--- config.mk ---
export PLATFORM = sky130hd
export DESIGN_NAME = booth_mult_seq
export DESIGN_NICKNAME = d
export VERILOG_FILES = /design/src/rtl/booth_pkg.sv /design/src/rtl/booth_step.sv /design/src/rtl/booth_mult_seq.sv
export SDC_FILE = /design/constraint.sdc
export NUM_CORES = 1
export LEC_CHECK = 0
export CAP_MARGIN = 15
export CORE_MARGIN = 5
export CORE_UTILIZATION = 65
export DETAILED_ROUTE_END_ITERATION = 8
export DONT_BUFFER_PORTS = 1
export PLACE_DENSITY = 0.8
export SLEW_MARGIN = 20
export SYNTH_ARGS = -nofsm -noshare
export SYNTH_HDL_FRONTEND = slang
export SYNTH_SLANG_ARGS = --single-unit
--- constraint.sdc ---
create_clock -name clk -period 4.6 [get_ports clk]
set_input_delay 0.69 -clock clk [delete_from_list [all_inputs] [get_ports clk]]
set_output_delay 0.69 -clock clk [all_outputs]
set_load 0.005 [all_outputs]
--- src/rtl/booth_pkg.sv ---
// Shared definitions for the sequential radix-2 Booth multiplier.
//
// Contents:
//   booth_state_t : FSM state encoding (IDLE, CALC, DONE), 2 bits
//   EXT_MAX       : widest extended operand the helper supports (32 + 1 bits)
//   ext()         : sign- or zero-extends a 'width'-bit value to EXT_MAX bits
package booth_pkg;

  typedef enum logic [1:0] {
    IDLE = 2'd0,
    CALC = 2'd1,
    DONE = 2'd2
  } booth_state_t;

  localparam int EXT_MAX = 33;

  // The caller zero-fills 'value' above bit width-1. Every bit from position
  // 'width' upwards becomes a copy of the operand sign bit in signed mode, or
  // zero in unsigned mode. The result is always one bit wider than any legal
  // operand. As a result, an extended multiplicand can never be the most-negative
  // value of the internal width, and ACC cannot overflow.
  function automatic logic [EXT_MAX-1:0] ext(input logic [EXT_MAX-2:0] value,
                                             input logic               is_signed,
                                             input int                 width);
    logic [EXT_MAX-1:0] r;
    logic               s;
    s = is_signed & value[width-1];
    r = {1'b0, value};
    for (int i = 0; i < EXT_MAX; i++) begin
      if (i >= width) r[i] = s;
    end
    return r;
  endfunction

endpackage

--- src/rtl/booth_step.sv ---
// One combinational radix-2 Booth iteration.
//
// Parameters:
//   W1       : internal register width (operand width + 1)
// Ports:
//   acc, q, q_1                     : current partial product / multiplier state
//   m                               : extended multiplicand
//   acc_next, q_next, q_1_next      : state after add/sub and arithmetic shift
module booth_step #(
  parameter int W1 = 9
) (
  input  logic [W1-1:0] acc,
  input  logic [W1-1:0] q,
  input  logic          q_1,
  input  logic [W1-1:0] m,
  output logic [W1-1:0] acc_next,
  output logic [W1-1:0] q_next,
  output logic          q_1_next
);

  logic [W1-1:0] sum;

  // Booth recoding of {q[0], q_1} selects +M, -M or nothing. The arithmetic
  // right shift of {sum, q, q_1} follows in the same cycle.
  always_comb begin
    sum = acc;
    case ({q[0], q_1})
      2'b01:   sum = acc + m;
      2'b10:   sum = acc - m;
      default: sum = acc;
    endcase
    acc_next = {sum[W1-1], sum[W1-1:1]};
    q_next   = {sum[0], q[W1-1:1]};
    q_1_next = q[0];
  end

endmodule

--- src/rtl/booth_mult_seq.sv ---
// Sequential radix-2 Booth multiplier with a generic operand width, a
// per-operation signed/unsigned mode, and valid/ready handshakes on both sides.
// Each CALC cycle performs one add/sub-plus-shift step.
//
// Parameters:
//   WIDTH     : operand width, 2..32
// Ports:
//   clk       : clock, rising edge
//   rst_n     : asynchronous active-low reset
//   in_valid  : operands and mode present
//   in_ready  : block can accept operands (IDLE only)
//   A, B      : multiplicand, multiplier
//   is_signed : 1 = two's complement, 0 = unsigned; sampled at accept
//   out_valid : Mult is valid and held (DONE)
//   out_ready : consumer takes Mult
//   Mult      : 2*WIDTH-bit product, registered, holds its last value
//   busy      : high in CALC and DONE
module booth_mult_seq
  import booth_pkg::*;
#(
  parameter int WIDTH = 8
) (
  input  logic               clk,
  input  logic               rst_n,
  input  logic               in_valid,
  output logic               in_ready,
  input  logic [WIDTH-1:0]   A,
  input  logic [WIDTH-1:0]   B,
  input  logic               is_signed,
  output logic               out_valid,
  input  logic               out_ready,
  output logic [2*WIDTH-1:0] Mult,
  output logic               busy
);

  localparam int ITER  = WIDTH + 1;
  localparam int W1    = WIDTH + 1;
  localparam int CNT_W = $clog2(ITER) + 1;

  booth_state_t state, next_state;

  logic [W1-1:0]    m, acc, q;
  logic             q_1;
  logic [CNT_W-1:0] cnt;
  logic [W1-1:0]    acc_n, q_n;
  logic             q_1_n;
  logic [W1-1:0]    m_init, q_init;
  logic             load, step_en;

  // Operands are extended at accept time. Later changes on A, B and is_signed
  // therefore cannot affect an operation that is already in flight.
  assign m_init = W1'(ext(32'(A), is_signed, WIDTH));
  assign q_init = W1'(ext(32'(B), is_signed, WIDTH));

  booth_step #(.W1(W1)) u_step (
    .acc      (acc),
    .q        (q),
    .q_1      (q_1),
    .m        (m),
    .acc_next (acc_n),
    .q_next   (q_n),
    .q_1_next (q_1_n)
  );

  // State register. Reset returns to IDLE immediately. The handshake outputs
  // are decoded from the state, so they reach their reset values asynchronously.
  always_ff @(posedge clk or negedge rst_n) begin
    if (!rst_n) state <= IDLE;
    else        state <= next_state;
  end

  // Next-state and handshake decoding. Requests that arrive in the wrong state
  // (in_valid while busy, or out_ready outside DONE) fall through unused.
  always_comb begin
    next_state = state;
    in_ready   = 1'b0;
    out_valid  = 1'b0;
    busy       = 1'b0;
    load       = 1'b0;
    step_en    = 1'b0;
    case (state)
      IDLE: begin
        in_ready = 1'b1;
        if (in_valid) begin
          load       = 1'b1;
          next_state = CALC;
        end
      end
      CALC: begin
        busy    = 1'b1;
        step_en = 1'b1;
        if (cnt == '0) next_state = DONE;
      end
      DONE: begin
        busy      = 1'b1;
        out_valid = 1'b1;
        if (out_ready) next_state = IDLE;
      end
      default: next_state = IDLE;
    endcase
  end

  // Datapath registers. In the final step (cnt == 0), the product is captured
  // directly from the step outputs. It is the low 2*WIDTH bits of
  // {acc_n, q_n}, which means the low WIDTH-1 bits of acc_n on top of q_n.
  always_ff @(posedge clk or negedge rst_n) begin
    if (!rst_n) begin
      m    <= '0;
      acc  <= '0;
      q    <= '0;
      q_1  <= 1'b0;
      cnt  <= '0;
      Mult <= '0;
    end else if (load) begin
      m    <= m_init;
      q    <= q_init;
      acc  <= '0;
      q_1  <= 1'b0;
      cnt  <= CNT_W'(ITER - 1);
    end else if (step_en) begin
      acc  <= acc_n;
      q    <= q_n;
      q_1  <= q_1_n;
      if (cnt != '0) cnt  <= cnt - CNT_W'(1);
      else           Mult <= {acc_n[WIDTH-2:0], q_n};
    end
  end

endmodule
==> results.yml <==
placed_design:
  pre_cts_slack_ns: 1.767
  port_buffers: 0
  place_congestion: 0.8490
  dp_hpwl_um: 3942
floorplanning:
  die_y_um: 74.96
  row_count: 23
  start_util_pct: 67.59
  ios: 40
  dieArea_um2: 5618
  core_um2: 4058
  fp.dieW_um: 74.96
setup_path:
  rr_worst_depth: 11
  crit_start: "q_1"
  crit_path_max_fanout: 8
  worstPathArrival_ns: 3.05
  r2r_end: "Mult[15]"
  required_ns: 4.83
  worst_setup_path_end_kind: "flop"
  reg2reg_slack_ns: 1.78
  critical_path.reg2reg.startpoint: "q_1"
  criticalPathCategory: "reg -> reg"
  start_kind: "flop"
power_and_ir_drop:
  ir_drop_v: 0.0004712
  total_power_mw: 2.530
  leakagePower_nw: 1.309
  p_per_area_nw_per_um2: 883.9
synthesis:
  yosys.area.top_type: "dfrtp_1"
  ys_top_cells_by_area: "dfrtp_1, nand2_1, ha_1"
  yosys_most_used_dff: "dfrtp_1"
  yosysTopAreaCellShare_pct: 45.62
  synth_cells: 303
  async_flop_share_pct: 100.0
  syn_area_per_cell_um2: 9.052
  synth-edff-count: 0
  ys_ff_latch: 50
  ys_types: 45
  synth_fp_nets: 340
  ys_seq_area_share_pct: 45.62
  synth_warnings: 0
  syn_area_um2: 2743
drt:
  ant_nets: 0
  route.vias.total: 2063
  drc_errors: 0
  wire_per_inst_um: 15.80
  drt_iter0_drc: 146
  routed_wl_um: 5498
  vias_per_cell: 5.928
  dr.pass1.iters: 4
global_routing:
  grt_use_met2_pct: 34.14
  grt_pass1_vias: 2026
  antenna_found_initial: 0
  top_usage_layer: "met2"
  met1_usage_pct: 28.24
  grt_usage_pct: 21.41
  gr-usage-met3_pct: 6.008
  grt_max_degree: 51
  grt_overflow: 0
  grt_pass1_wl_um: 9183
job:
  maxCapViolations: 0
sta:
  rsz0062_at_grt: "false"
  finalHoldViolations: 0
  finalCritPeriodShare_pct: 61.33
  tns_ns: 0
  fmax_mhz: 354.4
  worst_slack_ns: 1.779
  fin_skew_ns: 0.007954
  worst_pin_slew_ns: 0.7866
  relSlewSlack_pct: 47.27
  min_period_ns: 2.821
  drv_slew: 0
  setup_violations: 0
clocking:
  root_buffer: "clkbuf_8"
  path_clk_slew_ns: 0.09
  cts_buffers: 5
  cts_setup_buffers: 0
  clock-sinks: 50
  cts_tree: "done"
  hold_buffers: 0
  cts_resized: 0
  cts_buffer_depth: 2
  insertion_delay_ns: 0.30
  htreeDepth: 2
layout:
  nNetsFinal: 335
  num-fill-cells: 315
  areaGrowthSynthToFinish_pct: 4.380
  postLayoutCoreUtil_pct: 70.55
  final_layout_size_suffix_gt1_share_pct: 4.698
  n_antenna_cell: 0
run_status:
  status: "finished, final reports clean"
hold_path:
  hp-class: "in -> async"
## registers in the layout, indices dropped and copies added, names as in the netlist
name,count
Mult,16
m,9
q,9
acc,8
cnt,5
state,2
q_1,1
## cells in the final DEF (no fill, tap or decap), drive strengths merged, types with 2 or more instances in the layout
cell type / n
nor4b: 3
o21ai: 26
inv: 19
nand3: 6
nor4: 2
a211oi: 3
nor3: 6
mux2i: 12
nor2: 24
nand2b: 4
a31oi: 7
xnor2: 11
dfrtp: 50
ha: 15
a21oi: 12
xor2: 3
clkbuf: 5
nor3b: 3
mux2: 2
nand2: 64
## metal layers
metal	vias to the layer above	wire (um)
met5	-	0
met4	0	87
met3	9	455
met2	77	2574
met1	962	2381
li1	1015	-
## worst max path at each step
stage | end | slack, ns | cells after the start
after global routing | Mult[14] | 1.56 | 12
final | Mult[15] | 1.78 | 11
after global placement | Mult[15] | 1.86 | 5
after CTS | Mult[14] | 1.75 | 5
after floorplan | Mult[14] | 1.94 | 11
after detailed placement | Mult[14] | 1.77 | 5
## worst max-delay path: stages, from the launching register on
cell      delay, ns
dfrtp_1        0.40
inv_1          0.06
ha_1           0.30
mux2_2         0.40
inv_1          0.06
ha_1           0.22
nor2b_1        0.14
o21a_1         0.20
o21ai_1        0.29
a221oi_1       0.18
a211o_1        0.34
a31oi_1        0.16
## cells by family (layout without fill, tap and decap cells)
logic type	after synthesis	in the layout	share of synthesized area, %
simple gates	116	116	19.12
xor+xnor	14	14	4.471
flops	50	50	45.62
fa+ha+maj	16	16	7.573
compound gates	61	61	13.23
mux	14	14	5.201
buf+inv	32	27	4.790
## power by group
group / switching (mW) / internal, mW / total (mW)
clock: 0.143 / 0.160 / 0.303
sequential: 0.165 / 0.632 / 0.797
combinational: 0.826 / 0.606 / 1.43
total: 1.13 / 1.40 / 2.53
## Yosys cell counts, drive strengths merged (2+ instances only)
cell    instances
xor2            3
nor3            6
nand2          64
ha             15
nor2           24
nor3b           3
nand3           6
dfrtp          50
buf             5
a31oi           7
mux2            2
a21oi          12
nand2b          4
nor4            2
inv            19
xnor2          11
o21ai          26
a211oi          3
clkbuf          8
mux2i          12
nor4b           3
## per-stage QoR
stage	hold slack, ns	cells	area, um2
6_report	0.07101	348	2863
5_1_grt	0.04604	348	2863
4_1_cts	0.06523	348	2860
3_5_place_dp	0.3958	341	2753
3_3_place_gp	0.3963	341	2753
2_1_floorplan	0.3944	303	2743
## area by class of cell
type / count / area [um2] / area share, %
inverter: 19 / 71.32 / 2.491
timing repair buffer: 1 / 7.507 / 0.2622
multi-input combinational: 221 / 1363 / 47.60
tap: 50 / 62.56 / 2.185
clock inverter: 2 / 38.79 / 1.355
sequential: 50 / 1251 / 43.71
clock buffer: 5 / 68.82 / 2.404
(Power assumes the default switching activity.)
